<file path="config.mk">
export PLATFORM = sky130hd
export DESIGN_NAME = mycpu_io_flat
export DESIGN_NICKNAME = d
export VERILOG_FILES = /design/src/rtl/mycpu_io_if.sv /design/src/rtl/mycpu_io.sv /design/src/flat_wrapper.sv
export SDC_FILE = /design/constraint.sdc
export NUM_CORES = 1
export LEC_CHECK = 0
export ABC_AREA = 0
export CELL_PAD_IN_SITES_DETAIL_PLACEMENT = 1
export CELL_PAD_IN_SITES_GLOBAL_PLACEMENT = 2
export CORE_ASPECT_RATIO = 0.75
export CORE_MARGIN = 4
export CORE_UTILIZATION = 30
export CTS_CLUSTER_DIAMETER = 200
export DETAILED_ROUTE_END_ITERATION = 7
export HOLD_SLACK_MARGIN = 0.15
export PLACE_DENSITY_LB_ADDON = 0.25
export SLEW_MARGIN = 20
export SYNTH_ARGS = -nofsm -noshare
export SYNTH_HDL_FRONTEND = slang
export SYNTH_SLANG_ARGS = --single-unit
</file>
<file path="constraint.sdc">
create_clock -name clk -period 2.32 [get_ports clk]
set_input_delay 0.464 -clock clk [delete_from_list [all_inputs] [get_ports clk]]
set_output_delay 0.464 -clock clk [all_outputs]
set_load 0.01 [all_outputs]
</file>
<file path="src/rtl/mycpu_io_if.sv">
// CPU I/O-space bus plus the RX (valid/ready in) and TX (valid/ready out) streams of mycpu_io.
// master = CPU/stream side, slave = the I/O block.
interface mycpu_io_if;
  logic [15:0] addr_in;
  logic [15:0] d_in;
  logic        wen_in;
  logic        iom_in;
  logic [15:0] io_out;
  logic [15:0] rx_data_in;
  logic        rx_valid_in;
  logic        rx_ready_out;
  logic [15:0] tx_data_out;
  logic        tx_valid_out;
  logic        tx_ready_in;

  modport master (
    output addr_in, d_in, wen_in, iom_in, rx_data_in, rx_valid_in, tx_ready_in,
    input  io_out, rx_ready_out, tx_data_out, tx_valid_out
  );

  modport slave (
    input  addr_in, d_in, wen_in, iom_in, rx_data_in, rx_valid_in, tx_ready_in,
    output io_out, rx_ready_out, tx_data_out, tx_valid_out
  );
endinterface

</file>
<file path="src/rtl/mycpu_io.sv">
// Memory-mapped I/O block: RX FIFO, TX holding register, GPO/GPI and a reloadable down-counter,
// decoded from CPU I/O cycles with combinational read data.
module mycpu_io #(
  parameter int unsigned RX_DEPTH = 4,
  parameter logic [11:0] BASE_HI  = 12'h000
) (
  input  logic        clk,
  input  logic        rst,
  mycpu_io_if.slave   bus,
  output logic [15:0] gpo_out,
  input  logic [15:0] gpi_in,
  output logic        tmr_exp_out
);

  localparam int unsigned AW = $clog2(RX_DEPTH);

  logic        sel, wr;
  logic [3:0]  reg_addr;
  logic        rx_pop_req, rx_pop, rx_push, rx_empty, rx_full;
  logic        st_wr, tx_wr, tx_hs, tmr_wr, tmr_fire;
  logic [15:0] status, rx_head;

  logic [15:0] rx_mem_q [RX_DEPTH];
  logic [AW:0] rx_wptr_q, rx_wptr_d, rx_rptr_q, rx_rptr_d;
  logic        rx_under_q, rx_under_d;
  logic [15:0] tx_data_q, tx_data_d;
  logic        tx_valid_q, tx_valid_d;
  logic        tx_drop_q, tx_drop_d;
  logic [15:0] gpo_q, gpo_d;
  logic [15:0] gpi_s1_q, gpi_s2_q;
  logic [15:0] tmr_reload_q, tmr_reload_d, tmr_count_q, tmr_count_d;
  logic        tmr_pulse_q, tmr_exp_q, tmr_exp_d;

  assign sel      = bus.iom_in & (bus.addr_in[15:4] == BASE_HI);
  assign wr       = sel & bus.wen_in;
  assign reg_addr = bus.addr_in[3:0];

  // Extra pointer MSB distinguishes full from empty.
  assign rx_empty = (rx_wptr_q == rx_rptr_q);
  assign rx_full  = (rx_wptr_q[AW] != rx_rptr_q[AW]) &&
                    (rx_wptr_q[AW-1:0] == rx_rptr_q[AW-1:0]);
  assign rx_head  = rx_empty ? 16'h0000 : rx_mem_q[rx_rptr_q[AW-1:0]];

  assign rx_pop_req = wr & (reg_addr == 4'h0);
  assign rx_pop     = rx_pop_req & ~rx_empty;
  assign rx_push    = bus.rx_valid_in & bus.rx_ready_out;
  assign st_wr      = wr & (reg_addr == 4'h1);
  assign tx_wr      = wr & (reg_addr == 4'h2);
  assign tmr_wr     = wr & (reg_addr == 4'h5);
  assign tx_hs      = tx_valid_q & bus.tx_ready_in;
  assign tmr_fire   = (tmr_reload_q != 16'h0000) & (tmr_count_q == 16'h0001) & ~tmr_wr;

  assign status = {10'b0, tx_drop_q, tmr_exp_q, tx_valid_q, rx_under_q, rx_full, rx_empty};

  always_comb begin
    rx_wptr_d    = rx_wptr_q;
    rx_rptr_d    = rx_rptr_q;
    tx_data_d    = tx_data_q;
    tx_valid_d   = tx_valid_q;
    gpo_d        = gpo_q;
    tmr_reload_d = tmr_reload_q;
    tmr_count_d  = tmr_count_q;

    if (rx_push) rx_wptr_d = rx_wptr_q + 1'b1;
    if (rx_pop)  rx_rptr_d = rx_rptr_q + 1'b1;

    // A write while valid (including a handshake-completing cycle) is dropped.
    if (tx_hs) tx_valid_d = 1'b0;
    if (tx_wr && !tx_valid_q) begin
      tx_data_d  = bus.d_in;
      tx_valid_d = 1'b1;
    end

    if (wr && reg_addr == 4'h3) gpo_d = bus.d_in;

    if (tmr_wr) begin
      tmr_reload_d = bus.d_in;
      tmr_count_d  = bus.d_in;
    end else if (tmr_reload_q != 16'h0000) begin
      tmr_count_d = tmr_fire ? tmr_reload_q : tmr_count_q - 16'h0001;
    end

    // Sticky bits: set wins over write-1-to-clear.
    rx_under_d = (rx_pop_req & rx_empty) | (rx_under_q & ~(st_wr & bus.d_in[2]));
    tmr_exp_d  = tmr_fire | (tmr_exp_q & ~(st_wr & bus.d_in[4]));
    tx_drop_d  = (tx_wr & tx_valid_q) | (tx_drop_q & ~(st_wr & bus.d_in[5]));
  end

  always_ff @(posedge clk) begin
    if (rst) begin
      rx_wptr_q    <= '0;
      rx_rptr_q    <= '0;
      rx_under_q   <= 1'b0;
      tx_data_q    <= 16'h0000;
      tx_valid_q   <= 1'b0;
      tx_drop_q    <= 1'b0;
      gpo_q        <= 16'h0000;
      gpi_s1_q     <= 16'h0000;
      gpi_s2_q     <= 16'h0000;
      tmr_reload_q <= 16'h0000;
      tmr_count_q  <= 16'h0000;
      tmr_pulse_q  <= 1'b0;
      tmr_exp_q    <= 1'b0;
    end else begin
      rx_wptr_q    <= rx_wptr_d;
      rx_rptr_q    <= rx_rptr_d;
      rx_under_q   <= rx_under_d;
      tx_data_q    <= tx_data_d;
      tx_valid_q   <= tx_valid_d;
      tx_drop_q    <= tx_drop_d;
      gpo_q        <= gpo_d;
      gpi_s1_q     <= gpi_in;
      gpi_s2_q     <= gpi_s1_q;
      tmr_reload_q <= tmr_reload_d;
      tmr_count_q  <= tmr_count_d;
      tmr_pulse_q  <= tmr_fire;
      tmr_exp_q    <= tmr_exp_d;
    end
  end

  // Storage needs no reset: the pointers alone define which entries are live.
  always_ff @(posedge clk) begin
    if (rx_push) rx_mem_q[rx_wptr_q[AW-1:0]] <= bus.rx_data_in;
  end

  always_comb begin
    bus.io_out = 16'h0000;
    if (sel) begin
      case (reg_addr)
        4'h0:    bus.io_out = rx_head;
        4'h1:    bus.io_out = status;
        4'h2:    bus.io_out = tx_data_q;
        4'h3:    bus.io_out = gpo_q;
        4'h4:    bus.io_out = gpi_s2_q;
        4'h5:    bus.io_out = tmr_count_q;
        default: bus.io_out = 16'h0000;
      endcase
    end
  end

  assign bus.rx_ready_out = ~rx_full & ~rst;
  assign bus.tx_data_out  = tx_data_q;
  assign bus.tx_valid_out = tx_valid_q;
  assign gpo_out          = gpo_q;
  assign tmr_exp_out      = tmr_pulse_q & ~rst;

endmodule

</file>
<file path="src/flat_wrapper.sv">
// flat-port wrapper written by rule: the top's interface ports become plain ports
module mycpu_io_flat 
#(
  parameter int unsigned RX_DEPTH = 4,
  parameter logic [11:0] BASE_HI  = 12'h000
)
  (clk, rst, gpo_out, gpi_in, tmr_exp_out, bus_addr_in, bus_d_in, bus_wen_in, bus_iom_in, bus_rx_data_in, bus_rx_valid_in, bus_tx_ready_in, bus_io_out, bus_rx_ready_out, bus_tx_data_out, bus_tx_valid_out);
  mycpu_io_if bus_i ();
  input  logic clk;
  input  logic rst;
  output logic [15:0] gpo_out;
  input  logic [15:0] gpi_in;
  output logic tmr_exp_out;
  input wire logic [$bits(bus_i.addr_in)-1:0] bus_addr_in;
  input wire logic [$bits(bus_i.d_in)-1:0] bus_d_in;
  input wire logic [$bits(bus_i.wen_in)-1:0] bus_wen_in;
  input wire logic [$bits(bus_i.iom_in)-1:0] bus_iom_in;
  input wire logic [$bits(bus_i.rx_data_in)-1:0] bus_rx_data_in;
  input wire logic [$bits(bus_i.rx_valid_in)-1:0] bus_rx_valid_in;
  input wire logic [$bits(bus_i.tx_ready_in)-1:0] bus_tx_ready_in;
  output wire logic [$bits(bus_i.io_out)-1:0] bus_io_out;
  output wire logic [$bits(bus_i.rx_ready_out)-1:0] bus_rx_ready_out;
  output wire logic [$bits(bus_i.tx_data_out)-1:0] bus_tx_data_out;
  output wire logic [$bits(bus_i.tx_valid_out)-1:0] bus_tx_valid_out;
  assign bus_i.addr_in = bus_addr_in;
  assign bus_i.d_in = bus_d_in;
  assign bus_i.wen_in = bus_wen_in;
  assign bus_i.iom_in = bus_iom_in;
  assign bus_i.rx_data_in = bus_rx_data_in;
  assign bus_i.rx_valid_in = bus_rx_valid_in;
  assign bus_i.tx_ready_in = bus_tx_ready_in;
  assign bus_io_out = bus_i.io_out;
  assign bus_rx_ready_out = bus_i.rx_ready_out;
  assign bus_tx_data_out = bus_i.tx_data_out;
  assign bus_tx_valid_out = bus_i.tx_valid_out;
  mycpu_io #(.RX_DEPTH(RX_DEPTH), .BASE_HI(BASE_HI)) u_core (.clk(clk), .rst(rst), .bus(bus_i), .gpo_out(gpo_out), .gpi_in(gpi_in), .tmr_exp_out(tmr_exp_out));
endmodule
</file>
; Word level (Yosys, flattened, before mapping)
; Memory sizes are Yosys's and may differ from the RTL's. A register that Yosys moved wholly into a read port is not among the register bits.
; Cells that the tools add are included.
[op_classes]
n_addsub = 3
n_eq_ne = 9
n_mux = 12
bitwise = 31
n_reduce_logical = 9
[ops]
columns = cell, count
row1 = one-hot mux 16 bit (6 select lines), 1
row2 = 2-to-1 mux 16 bit, 5
row3 = AND 1 bit, 21
row4 = == test 16 x 1 -> 1 bit (second input constant), 1
row5 = nonzero test 16 bit, 1
row6 = subtractor 16 x 1 -> 16 bit (second input constant), 1
row7 = logical NOT 12 bit, 1
row8 = == test 4 x 2 -> 1 bit (second input constant), 2
row9 = == test 4 x 3 -> 1 bit (second input constant), 2
row10 = NOT 1 bit, 7
row11 = adder 3 x 1 -> 3 bit (second input constant), 2
row12 = == test 4 x 1 -> 1 bit (second input constant), 1
row13 = logical NOT 4 bit, 1
row14 = 2-to-1 mux 1 bit, 4
row15 = 2-to-1 mux 2 bit, 2
row16 = nonzero test 2 bit, 2
row17 = == test 3 bit, 1
row18 = logical AND 1 bit, 3
row19 = OR 1 bit, 3
row20 = == test 2 bit, 1
row21 = logical NOT 1 bit, 1
row22 = inequality test 1 bit, 1
[word_totals]
reg_bits = 107
mem_bits_rw = 64
in_bits = 70
out_inout_bits = 51
elab_cells = 78
n_memories = 1
[mem_list]
columns = memory, words, width, read_ports, rd_ports_with_merged_regs, write_ports, line_no
row1 = u_core.rx_mem_q, 4, 16, 1, 1, 1, mycpu_io.sv:23  ; logic [15:0] rx_mem_q [RX_DEPTH];

; Depth between registers and ports, before layout
; Gate-level depths: netlist of the first run.
[logic_depth]
depth_word = 9
ltp_mapped = 10
ltp_nobuf = 8

; Least setup slack after synthesis of the first run
; OpenSTA, ideal clock, no wires.
[synth_timing]
kind = register to register
startpoint = register u_core.tmr_count_q[6]
endpoint = register u_core.tmr_count_q[13]
setup_ns = 0.079
arrival_ns = 2.416
required_time_ns = 2.241
path_slack_ns = -0.176
path_stages_with_launch = 11
path_buffers = 4
synth_period_minus_slack_ns = 2.496
path_cell_list = dfxtp_1 buf_6 or4_4 or4_4 buf_6 or2_1 buf_6 buf_6 a21oi_2 o22ai_1 a211oi_2
[synth_via]
elab_chain_len = 6
word_cells_on_any_way = 7
cone_classes = add/sub (1) / eq/ne (1) / mux (3) / bitwise (2)
[synth_lines]
columns = element, line_no
row1 = start: declaration, mycpu_io.sv:31  ; logic [15:0] tmr_reload_q, tmr_reload_d, tmr_count_q, tmr_count_d;
row2 = start signal: assignment, mycpu_io.sv:115  ; tmr_count_q <= tmr_count_d;
row3 = branches (longest 3 deep; another with subtractor 16 x 1 -> 16 bit), --
row4 = 2-to-1 mux 16 bit (*), mycpu_io.sv:80  ; tmr_count_d = tmr_fire ? tmr_reload_q : tmr_count_q - 16'h0001;
row5 = 2-to-1 mux 16 bit (*), mycpu_io.sv:79  ; end else if (tmr_reload_q != 16'h0000) begin
row6 = 2-to-1 mux 16 bit (*), mycpu_io.sv:76  ; if (tmr_wr) begin
; Mark *: on every way between the ends. The select of a mux whose other input is x is not followed.
; A chain may end at the register's enable or synchronous reset.

; Worst setup path in the final report of the first run
[layout_timing]
startpoint = input bus_addr_in[1]
endpoint = output bus_io_out[15]
[layout_via]
elab_chain_len = 3
word_cells_on_any_way = 8
cone_classes = eq/ne (5) / mux (2) / reduce/logical (1)
[layout_lines]
columns = element, line_no
row1 = start: declaration, flat_wrapper.sv:14  ; input wire logic [$bits(bus_i.addr_in)-1:0] bus_addr_in;
row2 = == test 4 x 3 -> 1 bit (tied with other cells), mycpu_io.sv:129  ; case (reg_addr)
row3 = one-hot mux 16 bit (6 select lines) (*), mycpu_io.sv:129
row4 = 2-to-1 mux 16 bit (*), mycpu_io.sv:128  ; if (sel) begin
row5 = end: declaration, flat_wrapper.sv:21  ; output wire logic [$bits(bus_i.io_out)-1:0] bus_io_out;
; Mark *: on every way between the ends. The rest lies on a longest branch, timed or not.

==> reports/qor.csv, run 1 <==
stage,metric,value,unit
finish,layout cell share with drive strength beyond 1,27.7,%
timing,Final TNS setup,-1.74,ns
placement,RePlAce Congestion,0.835,
setup_path,WP buf/inv,4,
timing,measured slew at the worst slew-check pin,0.627,ns
setup_path,crit-path max FO,8,
timing,Clock Skew,0.00995,ns
die,die height,142,µm
timing,Final Hold Violating Endpoints,0,
setup_path,Reg2Reg Setup Slack,-0.07,ns
pwr,post-route total power,6.46,mW
clock_tree,Clock Path Buffers,2,
die,Die ar.,26500,µm²
timing,RSZ-0062 raised after global routing,true,
setup_path,Startpoint Class,input pin,
logic_synthesis,post-synthesis sequential area ratio,57.2,%
die,Site Rows,48,
finish,FF/Latch Area,4110,µm²
setup_path,R2R cell count,7,
finish,"Core Util, Final",46.1,%
logic_synthesis,Yosys cell types,57,
logic_synthesis,fraction of registers with async set/reset,0,%
grt,largest net degree at the start of global routing,110,
die,Die X,187,µm
finish,Multi-input gate area,3370,µm²
setup_path,crit-path leading delay family,simple AND/OR/NAND/NOR gates,
status,failing checks,negative setup slack,
hold_path,Min-Delay Path Class,flip-flop to flip-flop,
timing,crit share post-route,106,%
finish,antenna cells,0,
finish,fill cell count,2494,
clock_tree,H-tree depth,4,
setup_path,worst setup path endpoint,bus_io_out[15],
route,vias per inst,5.28,
logic_synthesis,syn avg cell area,10.5,µm²
finish,Layout Nets,955,
logic_synthesis,Post-Syn Instances,684,
grt,global route overflow,0,
clock_tree,CTS tree,yes,
clock_tree,Root Buffer,clkbuf_16,
grt,initial antenna violation count,0,
status,status,"complete, but fails checks",
route,drt first-iter violations,572,
setup_path,Crit. End Element,output port,
timing,WHS,0.435,ns
setup_path,critical path depth,8,
clock_tree,CTS buffer count,17,
timing,Fmax,405,MHz
route,via count,6293,
logic_synthesis,Syn. warnings,0,
timing,final number of setup-violating endpoints,18,
logic_synthesis,syn nets,761,
logic_synthesis,Main synth FF type,dfxtp_1,
die,initial core utilization,30.9,%
pwr,Static Leakage,3.71,nW
grt,first-pass GRT wire length,41.5,mm
timing,final worst slack,-0.147,ns
grt,number of global-route vias before repair,6828,
finish,final design area excluding fillers,10700,µm²
pwr,Power Dens Cells,604,nW/µm²
grt,total track usage,20.3,%
die,I/O Pins,121,
timing,Tmin final,2.47,ns
finish,P&R area growth vs syn,49.2,%
die,Placeable Area,23200,µm²
placement,Post-DP Area,9490,µm²
clock_tree,clk sinks,173,
setup_path,CP max stage cell,or4_4,
setup_path,start of the worst register-to-register path,u_core.tmr_count_q[13],
timing,Final Max Slew Viols,0,
logic_synthesis,#FFs+latches synth,173,
setup_path,critical path type,input pin to output port,
logic_synthesis,Post-Syn Area,7180,µm²
setup_path,worst endpoint data arrival time,2.00,ns
setup_path,cells along the critical path,buf_6 > or4_4 > a31oi_4 > buf_12 > buf_16 > nand2_4 > a31oi_1 > buf_2,
route,Routed WL per cell,22.9,µm
setup_path,Critical Path RT,1.86,ns
route,DRT Pass-1 Iters,6,
placement,Buffers on Ports,120,
setup_path,CP max stage delay,0.55,ns
clock_tree,clk slew on worst S/H paths,0.07,ns
pwr,VDD IR-drop max,0.000434,V
route,ANT nets after route,0,
route,DRC viols,0,
clock_tree,worst-skew pair later-pin latency,0.44,ns
placement,DPL Wire Length,18.1,mm
timing,worst rel slew slack,58.2,%
logic_synthesis,"EDFF count, synth",64,
route,drt total wl,27.2,mm
setup_path,RR Endpoint,u_core.tmr_count_q[6],
setup_path,Critical path origin,bus_addr_in[1],
job,max-cap violations,0,
area by class of cell:
type / count / share of cell area (%)
Inverter: 11 / 0.386
Clock buffer: 17 / 3.97
Sequential cell: 173 / 38.4
Tap cell: 300 / 3.51
Clock inverter: 15 / 1.47
Multi-Input combinational cell: 455 / 31.5
Timing Repair Buffer: 220 / 20.7
through the flow:
step	std cells	worst slack (ns)
6_report	1191	-0.147
2_1_floorplan	684	-0.0485
3_5_place_dp	1147	-0.940
5_1_grt	1191	-0.207
4_1_cts	1188	-0.132
3_3_place_gp	1147	-0.838
how the worst min path moves through the flow:
stage / start / to / slack [ns] / cells after the start
after floorplan: u_core.gpi_s1_q[0] / u_core.gpi_s2_q[0] / 0.41 / 1
after global placement: u_core.gpi_s1_q[7] / u_core.gpi_s2_q[7] / 0.43 / 1
after detailed placement: u_core.gpi_s1_q[7] / u_core.gpi_s2_q[7] / 0.43 / 1
after CTS: u_core.gpi_s1_q[7] / u_core.gpi_s2_q[7] / 0.44 / 1
after global routing: bus_addr_in[0] / u_core.rx_under_q / 0.46 / 4
final: u_core.gpi_s1_q[15] / u_core.gpi_s2_q[15] / 0.44 / 1
logic make-up after synthesis:
logic type / after synthesis / synth area share (%)
mux: 17 / 5.16
fa+ha+maj: 7 / 1.22
flops: 173 / 57.2
compound gates: 150 / 13.9
simple gates: 272 / 18.1
buf+inv: 57 / 3.42
xor+xnor: 8 / 0.976
sequential cells by signal (all words and copies together) (netlist names), 3 cells and up, named ones only:
signal and count:
u_core.gpo_out 16, u_core.gpi_s1_q 16, u_core.rx_rptr_q 3, u_core.tmr_reload_q 16, u_core.rx_wptr_q 3, u_core.rx_mem_q 64
u_core.gpi_s2_q 16, u_core.bus.tx_data_out 16, u_core.tmr_count_q 16
report_power, final:
group	switching (mW)	leakage, nW	internal, mW
combinational	0.192	1.95	0.196
sequential	0.0187	1.47	3.20
clock	1.41	0.289	1.45
placed cells by master, fill, tap and decap left out, types with 8 or more instances in the layout:
| cell | count |
|---|---|
| dfxtp_1 | 105 |
| inv_1 | 11 |
| a31oi_1 | 8 |
| nand2_1 | 129 |
| clkbuf_16 | 18 |
| a222oi_1 | 16 |
| mux4_2 | 16 |
| buf_4 | 70 |
| buf_6 | 20 |
| buf_12 | 19 |
| nor2_1 | 25 |
| clkdlybuf4s50_1 | 86 |
| buf_2 | 9 |
| nor2b_1 | 34 |
| edfxtp_1 | 64 |
| dlygate4sd2_1 | 9 |
| nand2_4 | 10 |
| a21oi_1 | 61 |
| a31oi_4 | 13 |
layer usage:
layer,up-vias,track usage [%],wire length [µm]
met4,0,5.80,448
met2,215,32.0,12400
met1,3160,28.2,12800
met5,-,0,0
li1,2895,-,-
met3,23,4.81,1570
cell usage after synthesis, types with 4 or more instances:
cell type / number / share of area (%)
a211oi_1: 4 / 0.42
nor4_1: 11 / 0.96
mux4_2: 16 / 5.0
nor2_1: 26 / 1.4
a222oi_1: 16 / 2.2
ha_1: 7 / 1.2
dfxtp_1: 109 / 30
a22oi_1: 6 / 0.63
nand3_1: 9 / 0.63
buf_6: 4 / 0.63
a21oi_1: 64 / 4.5
nor4b_1: 4 / 0.49
o21ai_0: 6 / 0.42
edfxtp_1: 64 / 27
and3_1: 5 / 0.44
a31oi_1: 21 / 1.8
nand2_1: 145 / 7.6
nor3_1: 8 / 0.56
inv_1: 11 / 0.58
nor2b_1: 35 / 3.1
and2_1: 5 / 0.44
or4_1: 5 / 0.52
o31ai_1: 4 / 0.42
clkbuf_1: 39 / 2.0
xnor2_1: 6 / 0.73
what timing repair did:
item,CTS,global route
hold endpoints to repair,0,0
resized for setup,173,47
gates cloned,5,2
setup endpoints to repair,35,32
pin swaps,31,30
setup buffers,4,3
hold buffers,0,0
Power figures use the tool's default switching activity.
==> run 2: changes to the inputs <==
CORE_UTILIZATION = 32   (was 30)
CTS_BUF_LIST = sky130_fd_sc_hd__clkbuf_4 sky130_fd_sc_hd__clkbuf_8   (was default)
GPL_TIMING_DRIVEN = 0   (was default)
==> run 2 against run 1 <==
  * The flow still finishes with violations (negative setup slack)
  * Wire length is 1.6% lower
  * Clock power fell by 24%
  * Largest power group unchanged
  * Highest routed layer unchanged
  * Power decreased by 11%
  * Final cell count decreased by 1.9%
  * Global-route usage rose by 0.99 points
==> reports/qor.csv, run 2 (synthesized netlist as in run 1, its figures left out) <==
stage,metric,value,unit,change
placement,placed cell count,1098,,-4.3%
route,drt total wl,26.8,mm,-1.6%
setup_path,Startpoint Class,input pin,,
setup_path,crit-path max FO,4,,-4
hold_path,Min-Delay Path Class,input pin to flip-flop,,
grt,total track usage,21.3,%,+0.99 points
route,DRC viols,0,,unchanged
timing,worst rel slew slack,34.1,%,-24 points
clock_tree,CTS Hold Bufs,0,,unchanged
finish,fill cell count,2377,,-4.7%
pwr,Int Pwr,4.29,mW,-12%
pwr,NetSw,1.48,mW,-8.8%
finish,max reg flops,64,,unchanged
placement,DPL Wire Length,18.8,mm,+3.8%
timing,RSZ-0062 raised after global routing,true,,
clock_tree,worst-skew pair later-pin latency,0.46,ns,+0.02 ns
status,status,"complete, but fails checks",,
finish,antenna cells,0,,unchanged
die,Die ar.,24900,µm²,-5.9%
pwr,post-route total power,5.76,mW,-11%
timing,Final Max Slew Viols,0,,unchanged
route,vias per inst,5.42,,+2.6%
pwr,clock network power share,37.7,%,-6.5 points
timing,crit share post-route,109,%,+2.2 points
clock_tree,CTS buffer count,17,,unchanged
route,via count,6333,,+0.64%
timing,final number of setup-violating endpoints,26,,+8
timing,final worst slack,-0.197,ns,-0.0504 ns
clock_tree,Root Buffer,clkbuf_8,,
setup_path,Critical Path RT,1.86,ns,about the same
die,Placeable Area,22100,µm²,-5.1%
die,Die X,181,µm,-3.0%
setup_path,worst endpoint data arrival time,2.05,ns,+0.05 ns
finish,Layout Nets,938,,-1.8%
grt,global route overflow,0,,unchanged
finish,Finished Layout Cells,1168,,-1.9%
placement,Post-DP Area,8780,µm²,-7.5%
job,max-cap violations,0,,unchanged
timing,Fmax,397,MHz,-2.0%
route,ANT nets after route,0,,unchanged
timing,Clock Skew,0.0106,ns,+0.000638 ns
grt,initial antenna violation count,0,,unchanged
status,failing checks,negative setup slack,,
clock_tree,CTS tree,yes,,
pwr,Seq pwr share,55.8,%,+6.0 points
clock_tree,clk slew on worst S/H paths,0.10,ns,+0.03 ns
grt,largest net degree at the start of global routing,19,,-83%
grt,number of global-route vias before repair,6611,,-3.2%
pwr,Static Leakage,3.44,nW,-7.4%
route,drt first-iter violations,524,,-8.4%
grt,first-pass GRT wire length,39.9,mm,-3.8%
clock_tree,H-tree depth,4,,unchanged
placement,RePlAce Congestion,0.909,,+8.9%
timing,Final Hold Violating Endpoints,0,,unchanged
finish,most frequent cells in the layout,"nand2_1 (127), dfxtp_1 (92), clkdlybuf4s50_1 (85)",,
timing,measured slew at the worst slew-check pin,0.988,ns,+0.362 ns
die,I/O Pins,121,,unchanged
pwr,Sw Share,25.6,%,+0.57 points
route,DRT Pass-1 Iters,8,,+2
pwr,VDD IR-drop max,0.000322,V,-26%
route,Routed WL per cell,22.9,µm,+0.32%
die,die height,138,µm,-3.0%
placement,Buffers on Ports,120,,unchanged
die,Site Rows,47,,-2.1%
setup_path,critical path type,input pin to output port,,
clock_tree,clk sinks,173,,unchanged
setup_path,Crit. End Element,output port,,
pwr,Power Dens Cells,559,nW/µm²,-7.4%
die,initial core utilization,32.5,%,+1.7 points
timing,Tmin final,2.52,ns,+0.0504 ns
timing,WHS,0.421,ns,-0.0140 ns
clock_tree,Clock Path Buffers,2,,unchanged
finish,final design area excluding fillers,10300,µm²,-3.7%
finish,P&R area growth vs syn,43.7,%,
timing,Final TNS setup,-3.08,ns,-1.34 ns
finish,"commonest non-fill, non-tap cell in the layout",nand2_1,,
finish,layout cell share with drive strength beyond 1,27.0,%,-0.72 points
pwr,Comb pwr share,6.5,%,+0.5 points
## run 2: cell types whose count changed in the layout (fill, tap and decap cells not counted), sizes merged
cell	change
buf	-41
clkbuf	+26
clkinv	-2
bufinv	+1
clkdlybuf4s15	+1
clkdlybuf4s50	-1
clkinvlp	+1
dlygate4sd2	-1
or2	-1
## run 2: critical path, stage by stage
cell     delay (ns)
buf_12         0.10
or4_4          0.55
a31oi_4        0.28
buf_8          0.15
buf_12         0.11
nand2_4        0.05
a31oi_4        0.16
buf_2          0.16
## run 2: layer usage
metal / track usage [%] / vias to the layer above / wire length [µm]
li1: - / 2857 / -
met4: 6.05 / 0 / 445
met2: 34.6 / 214 / 12300
met1: 29.4 / 3232 / 12400
met5: 0 / - / 0
met3: 3.91 / 30 / 1570
## run 2: worst paths after layout
path                                 to              startpoint  slack (ns)  depth (start not counted)
hold / removal        u_core.rx_under_q          bus_addr_in[0]        0.42                          4
setup / recovery          bus_io_out[8]          bus_addr_in[0]       -0.20                          8
setup reg to reg  u_core.tmr_count_q[9]  u_core.tmr_count_q[13]       -0.17                          7
hold reg to reg     u_core.gpi_s2_q[14]     u_core.gpi_s1_q[14]        0.45                          1
## run 2: timing repair
| action | 4_1_cts | 5_1_grt |
|---|---|---|
| endpoints found under the setup margin | 96 | 45 |
| pin swaps | 38 | 44 |
| resized for setup | 266 | 67 |
| cloned | 3 | 1 |
| buffers inserted | 30 | 15 |
| endpoints found under the hold margin | 0 | 0 |
## run 2: layout make-up
class | count | area [µm²] | area share [%]
Buffer | 38 | 273 | 2.64
Clock buffer | 17 | 234 | 2.27
Clock inverter | 15 | 166 | 1.61
Inverter | 11 | 41.3 | 0.400
Multi-Input combinational cell | 454 | 3460 | 33.6
Sequential cell | 173 | 4140 | 40.1
Tap cell | 294 | 368 | 3.57
Timing Repair Buffer | 166 | 1630 | 15.8
## run 2: per-stage QoR
stage,util [%],setup WS (ns)
after detailed placement,39.8,-1.51
after floorplan,-,-0.0485
after global routing,46.8,-0.238
after global placement,39.8,-1.44
final,46.8,-0.197
after CTS,45.1,-0.165
## run 2: power groups by stage
stage | registers, mW | clock network (mW) | logic (mW)
after CTS | 3.22 | 2.20 | 0.352
after global routing | 3.22 | 2.35 | 0.402
after global placement | 3.29 | 0 | 0.314
final | 3.22 | 2.17 | 0.374
after floorplan | 3.28 | 0 | 0.113
after detailed placement | 3.29 | 0 | 0.326
